File: src/rtl/disp_vramrd_ctrl_if.sv
// ---------------------------------------------------------------------------
// disp_vramrd_ctrl_if
//   Bus bundle between the display VRAM read sequencer, the memory read port
//   and the display FIFO write side.
//
//   master : the read sequencer (drives AR request, RREADY and FIFO writes)
//   slave  : memory / FIFO side (drives ARREADY, R data channel, fill level)
//
//   ARADDR    [31:0]  read burst byte address
//   ARLEN     [7:0]   burst length - 1
//   ARVALID/ARREADY   read address handshake
//   RDATA     [63:0]  read data beat
//   RVALID/RREADY     read data handshake, RLAST marks the final beat
//   BUF_WREN          FIFO write strobe
//   BUF_WDATA [63:0]  FIFO write data
//   BUF_WRCNT [CW-1:0] FIFO fill level in 64-bit words
// ---------------------------------------------------------------------------
interface disp_vramrd_ctrl_if #(
  parameter int CW = 10
);
  logic [31:0]   ARADDR;
  logic [7:0]    ARLEN;
  logic          ARVALID;
  logic          ARREADY;
  logic [63:0]   RDATA;
  logic          RVALID;
  logic          RLAST;
  logic          RREADY;
  logic          BUF_WREN;
  logic [63:0]   BUF_WDATA;
  logic [CW-1:0] BUF_WRCNT;

  modport master (
    output ARADDR, ARLEN, ARVALID, RREADY, BUF_WREN, BUF_WDATA,
    input  ARREADY, RDATA, RVALID, RLAST, BUF_WRCNT
  );

  modport slave (
    input  ARADDR, ARLEN, ARVALID, RREADY, BUF_WREN, BUF_WDATA,
    output ARREADY, RDATA, RVALID, RLAST, BUF_WRCNT
  );
endinterface

File: src/rtl/disp_vramrd_ctrl.sv
// ---------------------------------------------------------------------------
// disp_vramrd_ctrl
//   Display VRAM read sequencer. On every VSYNC falling edge with DISPON=1 it
//   reads one full frame starting at DISPADDR as fixed-length 64-bit read
//   bursts and forwards each beat into the pixel FIFO. Only one burst is ever
//   outstanding and a burst is only requested when the FIFO has room for all
//   of it.
//
//   ACLK        clock
//   ARST_X      asynchronous active-low reset
//   DSP_VSYNC_X display VSYNC (active-low, asynchronous to ACLK)
//   DISPON      display enable, sampled at frame start and burst boundaries
//   DISPADDR    frame base address in 8-byte units, latched at frame start
//   FRM_BUSY    frame read in progress
//   bus         memory read port + FIFO write side (master modport)
// ---------------------------------------------------------------------------
module disp_vramrd_ctrl #(
  parameter int unsigned H_PIX      = 640,
  parameter int unsigned V_PIX      = 480,
  parameter int unsigned BURST_LEN  = 16,
  parameter int unsigned FIFO_DEPTH = 512
) (
  input  logic                      ACLK,
  input  logic                      ARST_X,
  input  logic                      DSP_VSYNC_X,
  input  logic                      DISPON,
  input  logic [28:0]               DISPADDR,
  output logic                      FRM_BUSY,
  disp_vramrd_ctrl_if.master        bus
);

  localparam int unsigned TOTAL_BEATS = H_PIX * V_PIX / 2;
  localparam int unsigned NBURST      = TOTAL_BEATS / BURST_LEN;
  localparam int unsigned STEP        = BURST_LEN * 8;
  localparam int unsigned BCW         = $clog2(NBURST + 1);
  localparam int unsigned BTW         = $clog2(BURST_LEN + 1);

  typedef enum logic [1:0] {
    S_IDLE,
    S_WAIT,
    S_ADDR,
    S_DATA
  } state_t;

  state_t            state_q, state_d;
  logic              vs_meta_q, vs_meta_d;
  logic              vs_sync_q, vs_sync_d;
  logic              vs_hist_q, vs_hist_d;
  logic [31:0]       base_q, base_d;
  logic [BCW-1:0]    burst_cnt_q, burst_cnt_d;
  logic [BTW-1:0]    beat_cnt_q, beat_cnt_d;
  logic [31:0]       araddr_q, araddr_d;
  logic              arvalid_q, arvalid_d;
  logic              rready_q, rready_d;
  logic              buf_wren_q, buf_wren_d;
  logic [63:0]       buf_wdata_q, buf_wdata_d;
  logic              frm_busy_q, frm_busy_d;

  logic              vs_fall;
  logic              fifo_room;
  logic              beat_take;

  // Falling edge of the synchronised VSYNC (active-low frame start).
  assign vs_fall = vs_hist_q & ~vs_sync_q;

  // Room for a whole burst: FIFO_DEPTH - BUF_WRCNT >= BURST_LEN, written so
  // that a (nonsensical) fill level above the depth never reads as room.
  assign fifo_room = (32'(bus.BUF_WRCNT) <= 32'(FIFO_DEPTH - BURST_LEN));

  assign beat_take = bus.RVALID & rready_q;

  always_comb begin
    state_d     = state_q;
    vs_meta_d   = DSP_VSYNC_X;
    vs_sync_d   = vs_meta_q;
    vs_hist_d   = vs_sync_q;
    base_d      = base_q;
    burst_cnt_d = burst_cnt_q;
    beat_cnt_d  = beat_cnt_q;
    araddr_d    = araddr_q;
    arvalid_d   = arvalid_q;
    rready_d    = rready_q;
    buf_wren_d  = 1'b0;
    buf_wdata_d = buf_wdata_q;
    frm_busy_d  = frm_busy_q;

    case (state_q)
      S_IDLE: begin
        frm_busy_d = 1'b0;
        if (vs_fall && DISPON) begin
          base_d      = {DISPADDR, 3'b000};
          burst_cnt_d = '0;
          frm_busy_d  = 1'b1;
          state_d     = S_WAIT;
        end
      end

      S_WAIT: begin
        if (fifo_room) begin
          arvalid_d = 1'b1;
          // 32-bit add wraps naturally at the top of the address space.
          araddr_d  = base_q + 32'(burst_cnt_q) * 32'(STEP);
          state_d   = S_ADDR;
        end
      end

      S_ADDR: begin
        if (bus.ARREADY) begin
          arvalid_d  = 1'b0;
          rready_d   = 1'b1;
          beat_cnt_d = '0;
          state_d    = S_DATA;
        end
      end

      S_DATA: begin
        if (beat_take) begin
          buf_wren_d  = 1'b1;
          buf_wdata_d = bus.RDATA;
          beat_cnt_d  = beat_cnt_q + 1'b1;
          // RLAST alone ends the burst, whatever the beat count says.
          if (bus.RLAST) begin
            rready_d    = 1'b0;
            burst_cnt_d = burst_cnt_q + 1'b1;
            if (burst_cnt_q == BCW'(NBURST - 1)) begin
              frm_busy_d = 1'b0;
              state_d    = S_IDLE;
            end else if (!DISPON) begin
              frm_busy_d = 1'b0;
              state_d    = S_IDLE;
            end else begin
              state_d    = S_WAIT;
            end
          end
        end
      end

      default: begin
        state_d    = S_IDLE;
        arvalid_d  = 1'b0;
        rready_d   = 1'b0;
        frm_busy_d = 1'b0;
      end
    endcase
  end

  // Sync flops reset to the idle (high) VSYNC level so that leaving reset
  // never fabricates a frame start.
  always_ff @(posedge ACLK or negedge ARST_X) begin
    if (!ARST_X) begin
      state_q     <= S_IDLE;
      vs_meta_q   <= 1'b1;
      vs_sync_q   <= 1'b1;
      vs_hist_q   <= 1'b1;
      base_q      <= '0;
      burst_cnt_q <= '0;
      beat_cnt_q  <= '0;
      araddr_q    <= '0;
      arvalid_q   <= 1'b0;
      rready_q    <= 1'b0;
      buf_wren_q  <= 1'b0;
      buf_wdata_q <= '0;
      frm_busy_q  <= 1'b0;
    end else begin
      state_q     <= state_d;
      vs_meta_q   <= vs_meta_d;
      vs_sync_q   <= vs_sync_d;
      vs_hist_q   <= vs_hist_d;
      base_q      <= base_d;
      burst_cnt_q <= burst_cnt_d;
      beat_cnt_q  <= beat_cnt_d;
      araddr_q    <= araddr_d;
      arvalid_q   <= arvalid_d;
      rready_q    <= rready_d;
      buf_wren_q  <= buf_wren_d;
      buf_wdata_q <= buf_wdata_d;
      frm_busy_q  <= frm_busy_d;
    end
  end

  assign bus.ARADDR    = araddr_q;
  assign bus.ARLEN     = 8'(BURST_LEN - 1);
  assign bus.ARVALID   = arvalid_q;
  assign bus.RREADY    = rready_q;
  assign bus.BUF_WREN  = buf_wren_q;
  assign bus.BUF_WDATA = buf_wdata_q;
  assign FRM_BUSY      = frm_busy_q;

endmodule
File: src/flat_wrapper.sv
// flat-port wrapper written by rule: the top's interface ports become plain ports
module disp_vramrd_ctrl_flat 
#(
  parameter int unsigned H_PIX      = 640,
  parameter int unsigned V_PIX      = 480,
  parameter int unsigned BURST_LEN  = 16,
  parameter int unsigned FIFO_DEPTH = 512
)
  (ACLK, ARST_X, DSP_VSYNC_X, DISPON, DISPADDR, FRM_BUSY, bus_ARADDR, bus_ARLEN, bus_ARVALID, bus_RREADY, bus_BUF_WREN, bus_BUF_WDATA, bus_ARREADY, bus_RDATA, bus_RVALID, bus_RLAST, bus_BUF_WRCNT);
  disp_vramrd_ctrl_if bus_i ();
  input  logic ACLK;
  input  logic ARST_X;
  input  logic DSP_VSYNC_X;
  input  logic DISPON;
  input  logic [28:0] DISPADDR;
  output logic FRM_BUSY;
  output wire logic [$bits(bus_i.ARADDR)-1:0] bus_ARADDR;
  output wire logic [$bits(bus_i.ARLEN)-1:0] bus_ARLEN;
  output wire logic [$bits(bus_i.ARVALID)-1:0] bus_ARVALID;
  output wire logic [$bits(bus_i.RREADY)-1:0] bus_RREADY;
  output wire logic [$bits(bus_i.BUF_WREN)-1:0] bus_BUF_WREN;
  output wire logic [$bits(bus_i.BUF_WDATA)-1:0] bus_BUF_WDATA;
  input wire logic [$bits(bus_i.ARREADY)-1:0] bus_ARREADY;
  input wire logic [$bits(bus_i.RDATA)-1:0] bus_RDATA;
  input wire logic [$bits(bus_i.RVALID)-1:0] bus_RVALID;
  input wire logic [$bits(bus_i.RLAST)-1:0] bus_RLAST;
  input wire logic [$bits(bus_i.BUF_WRCNT)-1:0] bus_BUF_WRCNT;
  assign bus_ARADDR = bus_i.ARADDR;
  assign bus_ARLEN = bus_i.ARLEN;
  assign bus_ARVALID = bus_i.ARVALID;
  assign bus_RREADY = bus_i.RREADY;
  assign bus_BUF_WREN = bus_i.BUF_WREN;
  assign bus_BUF_WDATA = bus_i.BUF_WDATA;
  assign bus_i.ARREADY = bus_ARREADY;
  assign bus_i.RDATA = bus_RDATA;
  assign bus_i.RVALID = bus_RVALID;
  assign bus_i.RLAST = bus_RLAST;
  assign bus_i.BUF_WRCNT = bus_BUF_WRCNT;
  disp_vramrd_ctrl #(.H_PIX(H_PIX), .V_PIX(V_PIX), .BURST_LEN(BURST_LEN), .FIFO_DEPTH(FIFO_DEPTH)) u_core (.ACLK(ACLK), .ARST_X(ARST_X), .DSP_VSYNC_X(DSP_VSYNC_X), .DISPON(DISPON), .DISPADDR(DISPADDR), .FRM_BUSY(FRM_BUSY), .bus(bus_i));
endmodule
File: config.mk
export PLATFORM = sky130hd
export DESIGN_NAME = disp_vramrd_ctrl_flat
export DESIGN_NICKNAME = d
export VERILOG_FILES = /design/src/rtl/disp_vramrd_ctrl_if.sv /design/src/rtl/disp_vramrd_ctrl.sv /design/src/flat_wrapper.sv
export SDC_FILE = /design/constraint.sdc
export NUM_CORES = 1
export LEC_CHECK = 0
export ABC_AREA = 1
export BUFFER_PORTS_ARGS = -buffer_cell sky130_fd_sc_hd__buf_2
export CAP_MARGIN = 20
export CORE_MARGIN = 2
export CORE_UTILIZATION = 30
export DETAILED_ROUTE_END_ITERATION = 16
export SYNTH_ARGS = -nofsm -noshare
export SYNTH_HDL_FRONTEND = slang
export SYNTH_SLANG_ARGS = --single-unit
File: constraint.sdc
create_clock -name ACLK -period 1.8 [get_ports ACLK]
set_input_delay 0.36 -clock ACLK [delete_from_list [all_inputs] [get_ports ACLK]]
set_output_delay 0.36 -clock ACLK [all_outputs]
set_load 0.05 [all_outputs]
==> results of run 1 <==
-- metal layers --
metal  track usage (%)  share of wire, %
met1              21.1                45
met2              27.1                47
met3              3.60               5.1
met4              6.09               2.5
met5                 0             0.061
-- critical path, cell delays in order (launching register included) --
cell and delay [ns]:
dfrtp_1 0.38, ha_1 0.37, nand2_1 0.08, nand2_1 0.07, inv_1 0.08, buf_4 0.10
nand2_2 0.07, nand2_1 0.06, nand2_1 0.07, or2_0 0.21, nand3_1 0.07, nand2_1 0.05
-- area by class of cell --
class,instances,area share [%]
Antenna cell,2,0.0502
Clock buffer,17,4.26
Tap cell,324,4.06
Timing Repair Buffer,260,15.4
Clock inverter,15,1.84
Multi-Input combinational cell,708,34.5
Inverter,93,3.50
Sequential cell,145,36.4
-- repair_timing --
item	4_1_cts	5_1_grt
cloned	0	0
setup buffers	0	8
hold endpoints to repair	34	0
pin swaps	1	15
hold buffers	1	0
endpoints found under the setup margin	1	39
resized for setup	2	46
-- worst paths after layout --
kind                                             from                    end  cells past startpoint  slack [ns]
worst max-delay path            u_core.burst_cnt_q[4]  u_core.bus.ARADDR[20]                     11        0.07
worst min-delay path                      DSP_VSYNC_X       u_core.vs_meta_q                      1        0.04
worst max register to register  u_core.burst_cnt_q[4]  u_core.bus.ARADDR[20]                     11        0.07
worst min register to register       u_core.vs_meta_q       u_core.vs_hist_d                      0        0.36
max in group asynchronous                      ARST_X       u_core.vs_hist_q                      3        0.73
min in group asynchronous                      ARST_X   u_core.bus.ARADDR[5]                      2        0.42
-- flip-flops by register name, indices dropped and copies added (netlist names) --
signal and flops:
u_core.vs_meta_q 1, u_core.vs_hist_q 1, u_core.bus.ARVALID 1, u_core.base_q 29
u_core.burst_cnt_q 14, u_core.bus.ARADDR 29, u_core.state_q 2, u_core.FRM_BUSY 1
u_core.bus.BUF_WREN 1, u_core.vs_hist_d 1, u_core.bus.RREADY 1, u_core.bus.BUF_WDATA 64
-- layout by cell type, fill, tap and decap left out, types with 10 or more instances in the layout --
cell | netlist | layout
buf_2 | 14 | 205
buf_4 | 23 | 46
clkbuf_16 | 0 | 17
conb_1 | 2 | 11
dfrtp_1 | 142 | 140
ha_1 | 20 | 10
inv_1 | 92 | 88
nand2_1 | 485 | 471
nand2_2 | 6 | 19
nand3_1 | 42 | 38
nand4_1 | 13 | 13
nor2_1 | 40 | 33
o21ai_0 | 27 | 27
-- power groups by stage --
stage | combinational [mW] | sequential (mW) | clock, mW
detailed placement | 8.68 | 5.50 | 0
finish | 8.95 | 5.52 | 3.72
CTS | 8.69 | 5.48 | 3.79
global placement | 8.59 | 5.48 | 0
floorplan | 2.87 | 8.78 | 0
global route | 9.70 | 5.71 | 3.95
-- stage by stage --
step | std cells | util [%] | setup TNS [ns] | hold slack, ns | cell area [um^2]
floorplan | 985 | - | 0 | 0.0644 | 7460
global placement | 1521 | 37.3 | -0.00256 | 0.299 | 9070
detailed placement | 1521 | 37.3 | -0.00484 | 0.300 | 9070
CTS | 1554 | 39.9 | 0 | 0.0199 | 9700
global route | 1563 | 41.0 | -0.271 | 0.0217 | 9970
finish | 1564 | 41.0 | 0 | 0.0380 | 9980
-- kinds of logic (layout without fill, tap and decap cells) --
family,after synthesis,after routing,share of synthesized area (%)
and+or+nand+nor,618,618,34.2
DFF,145,145,48.9
buffers and inverters,132,385,8.17
AOI/OAI and AO/OA,45,45,3.50
adders and majority gates,21,21,3.64
xor gates and xnor gates,13,13,1.53
other,2,13,0.101
==> results_dict.tcl, run 1 <==
set metrics [dict create \
    status "finished clean" \
    yosysMostFrequentCell "nand2_1" \
    max_cap_violations 0 \
    worst_slack_ns 0.0750 \
    required_ns 2.11 \
    grt_usage_pct 16.4 \
    drc_errors 0 \
    globalRouteOverflowTotal 0 \
    synth_area_leaders "dfrtp_1 (48%), nand2_1 (25%), inv_1 (4.6%)" \
    cts_made_buffers 17 \
    cellLeakagePower_nw 5.54 \
    drtIter0Drc 358 \
    row_count 57 \
    yosys_register_bits 145 \
    ios 218 \
    grt_first_pass_wirelength_um 34100 \
    post-dp-hpwl_um 16100 \
    fp.dieW_um 161 \
    power.switching_mw 8.95 \
    grt_pass1_vias 6687 \
    maxSlewViolCount 0 \
    hold_viol 0 \
    seq_area_um2 3630 \
    setup_viol 0 \
    start_util_pct 30.5 \
    critPathLaunchType "register" \
    vias_per_cell 4.35 \
    drt_pre_antenna_iters 5 \
    power_mw 18.2 \
    clk_latency_ns 0.42 \
    grt_start_max_net_pins 56 \
    cts.clk_slew.worst_paths_ns 0.06 \
    area.growth.synth_to_final_pct 34.3 \
    crit_type "register to register" \
    yosysWarnings 0 \
    timing.fmax_ghz 0.580 \
    synth.top_cell.area_share_pct 47.8 \
    syn_area_per_cell_um2 7.61 \
    combinationalPowerShare_pct 49.2 \
    fin_crit_ns 1.73 \
    dieHeight_um 161 \
    p_int_mw 9.24 \
    clock_sinks 145 \
    core_area_um2 24300 \
    cts_tree "done" \
    yosysSeqAreaShare_pct 48.9 \
    switching_share_pct 49.2 \
    cp-end-kind "register" \
    drtAntennaViolNets 0 \
    async_reset_ff_share_pct 100 \
    htree_num_levels 4 \
    skew_ns 0.0104 \
    pre_cts_ws_ns -0.00484 \
    seqPwrFrac_pct 30.4 \
    fin_crit_sh_pct 95.8 \
    synth_area_um2 7430 \
    synth-edff-count 0 \
    ys_types 39 \
    synth-main-ff-cell "dfrtp_1" \
    drive_gt1_share_pct 29.3 \
    vias 6799 \
    multiInputGateArea_um2 3440 \
    synth_area_leader_cell "dfrtp_1" \
    fillers 2509 \
    cts_root_buf "clkbuf_16" \
    cp_max_fo 4 \
    hp-class "primary input to register" \
    gp_congestion 0.921 \
    powerDensity_nw_per_um2 1820 \
    cts_buffer_depth 2 \
    routed_wl_um 21200 \
    crit_arrival_ns 2.03 \
    antenna_found_initial 3 \
    drt-wirelength-per-cell_um 13.5 \
    ir_drop_v 0.000998 \
    final_nets 1356 \
    rsz0062_at_grt "yes" \
    dieArea_um2 26000 \
    ys_top_cells_by_count "nand2_1 (485), dfrtp_1 (142), inv_1 (92)" \
    syn_inst 976 \
    clkPwrFrac_pct 20.4 \
    port_buffers 206 \
]
No activity file was read; power rests on OpenSTA's default activity.
==> inputs of run 2 (changes only) <==
--- a/config.mk
+++ b/config.mk
@@ -5,7 +5,6 @@
 export SDC_FILE = /design/constraint.sdc
 export NUM_CORES = 1
 export LEC_CHECK = 0
-export ABC_AREA = 1
 export BUFFER_PORTS_ARGS = -buffer_cell sky130_fd_sc_hd__buf_2
 export CAP_MARGIN = 20
 export CORE_MARGIN = 2
==> run 2 against run 1 <==
Compared with the run above:
- the run now ends with negative setup slack left
- die area shrank 8.8%
- first-iteration DRC count shrank 18%
- sequential cell count is the same
- sequential power grew 2%
- non-clock buffer count grew 53
- worst hold slack gained 0.0065 ns
- clock skew shrank 0.00057 ns
- final area shrank 0.70%
- critical path type unchanged
- largest cell class unchanged
- highest routed layer unchanged
==> results_dict.tcl, run 2 <==
set metrics [dict create \
    status "finished, violations left" \
    violations "negative setup slack" \
    ios 218 \
    required_ns 2.15 \
    cts.clk_slew.worst_paths_ns 0.07 \
    hp-class "primary input to register" \
    yosysWarnings 0 \
    antenna_found_initial 1 \
    dieHeight_um 154 \
    setup_viol 22 \
    fin_crit_ns 2.18 \
    drc_errors 0 \
    drt-wirelength-per-cell_um 15.3 \
    drtIter0Drc 292 \
    globalRouteOverflowTotal 0 \
    largest_reg_flops 64 \
    grt_start_max_net_pins 36 \
    yosysSeqAreaShare_pct 53.7 \
    clock_sinks 145 \
    drive_gt1_share_pct 57.0 \
    crit_type "register to register" \
    seq_area_um2 3630 \
    async_reset_ff_share_pct 100 \
    place_inst 1120 \
    fin_crit_sh_pct 121 \
    final_cell_mix "buf_2 (205), dfrtp_1 (140), mux2_2 (93)" \
    final_nets 1011 \
    cp_max_fo 9 \
    grt_usage_pct 15.6 \
    rsz0062_at_grt "yes" \
    crit_arrival_ns 2.53 \
    gp_congestion 0.792 \
    synth_area_um2 6760 \
    area.growth.synth_to_final_pct 46.6 \
    core_area_um2 22000 \
    routed_wl_um 17900 \
    yosysMostFrequentCell "dfrtp_1" \
    skew_ns 0.00983 \
    fp.dieW_um 154 \
    layout_commonest_cell "buf_2" \
    synth_area_leader_cell "dfrtp_1" \
    worst_slack_ns -0.382 \
    port_buffers 206 \
    cts_root_buf "clkbuf_16" \
    grt_first_pass_wirelength_um 29300 \
    start_util_pct 30.8 \
    fin_cells 1173 \
    synth-edff-count 0 \
    drt_pre_antenna_iters 4 \
    post-dp-hpwl_um 13400 \
    vias 5426 \
    fillers 2067 \
    syn_inst 573 \
    yosys_register_bits 145 \
    cts_tree "done" \
    cellLeakagePower_nw 4.70 \
    synth-main-ff-cell "dfrtp_1" \
    htree_num_levels 4 \
    critPathLaunchType "register" \
    synth_area_leaders "dfrtp_1 (53%), mux2_2 (15%), ha_1 (3.7%)" \
    cts_made_buffers 17 \
    vias_per_cell 4.63 \
    cp-end-kind "register" \
    multiInputGateArea_um2 3310 \
    rrSetupSlack_ns -0.38 \
    maxSlewViolCount 0 \
    grt_pass1_vias 5619 \
    ys_top_cells_by_count "dfrtp_1 (142), mux2_2 (93), nand2_1 (52)" \
    hold_depth 1 \
    reg2reg_depth 9 \
    hold_viol 0 \
    powerDensity_nw_per_um2 1950 \
    ys_types 57 \
    diodes 0 \
    synth.top_cell.area_share_pct 52.6 \
    timing.fmax_ghz 0.458 \
    syn_area_per_cell_um2 11.8 \
    cts_buffer_depth 2 \
    drtAntennaViolNets 0 \
    max_cap_violations 0 \
    ir_drop_v 0.00113 \
    clk_latency_ns 0.42 \
    fin_tns_setup_ns -4.29 \
    dieArea_um2 23700 \
    row_count 54 \
]
-- run 2: final cells by class --
| type | count | area share (%) |
|---|---|---|
| clock buffer | 18 | 4.33 |
| clock inverter | 14 | 1.67 |
| inverter | 9 | 0.366 |
| multi-input combinational | 394 | 33.5 |
| sequential | 145 | 36.7 |
| tap | 280 | 3.54 |
| timing repair buffer | 313 | 20.0 |
-- run 2: routing by layer --
metal	vias up	track usage, %	routed length [um]
met5	-	0	16
li1	2650	-	-
met1	2636	20.1	8040
met3	29	3.38	648
met4	2	5.34	401
met2	109	26.0	8800
-- run 2: timing repair --
item / 4_1_cts / 5_1_grt
hold endpoints to repair: 28 / 0
buffers inserted: 9 / 13
hold buffers: 1 / 0
pin swaps: 36 / 30
endpoints found under the setup margin: 59 / 64
gates resized for setup: 39 / 36
cloned: 0 / 0
-- run 2: path summary, 6_finish.rpt --
kind                                        from                       end
max                        u_core.burst_cnt_q[0]     u_core.bus.ARADDR[25]
min                                  DSP_VSYNC_X          u_core.vs_meta_q
max reg2reg                u_core.burst_cnt_q[0]     u_core.bus.ARADDR[25]
min reg2reg                     u_core.vs_meta_q          u_core.vs_hist_d
max in group asynchronous                 ARST_X          u_core.vs_hist_q
min in group asynchronous                 ARST_X  u_core.bus.BUF_WDATA[16]
-- run 2: logic make-up (layout without fill, tap and decap cells) --
| group | after synthesis | in the layout | share of synthesized area (%) |
|---|---|---|---|
| other cells | 2 | 11 | 0.111 |
| xor+xnor | 15 | 15 | 1.94 |
| simple gates | 154 | 154 | 11.5 |
| compound gates | 98 | 98 | 9.55 |
| flops | 145 | 145 | 53.7 |
| buf+inv | 43 | 354 | 3.31 |
| mux | 95 | 95 | 15.9 |
| fa+ha+maj | 21 | 21 | 4.00 |
-- run 2: worst max-delay path: stages (launching register included) --
cell	delay, ns
dfrtp_1	0.36
ha_2	0.19
inv_2	0.04
fa_2	0.36
nor2b_4	0.13
o31a_1	0.15
o211ai_1	0.13
o211a_4	0.19
or4_1	0.40
a31oi_1	0.14
-- run 2: per-stage QoR --
stage / cell area (um^2) / setup slack, ns / total power [mW] / hold slack, ns / util, %
final: 9910 / -0.382 / 19.3 / 0.0446 / 45.1
after global routing: 9910 / -0.507 / 20.4 / 0.0316 / 45.1
after CTS: 9670 / -0.365 / 19.1 / 0.0301 / 44.0
after detailed placement: 8850 / -0.461 / 15.2 / 0.275 / 40.3
after global placement: 8850 / -0.404 / 15.0 / 0.276 / 40.3
after floorplan: 6920 / -0.404 / 12.3 / 0.0644 / -
-- run 2: report_power, final --
group | internal (mW) | switching, mW | leakage, nW | total, mW
combinational | 3.63 | 6.45 | 2.65 | 10.1
sequential | 4.73 | 0.878 | 1.76 | 5.61
clock | 2.09 | 1.51 | 0.285 | 3.60
total | 10.4 | 8.84 | 4.70 | 19.3
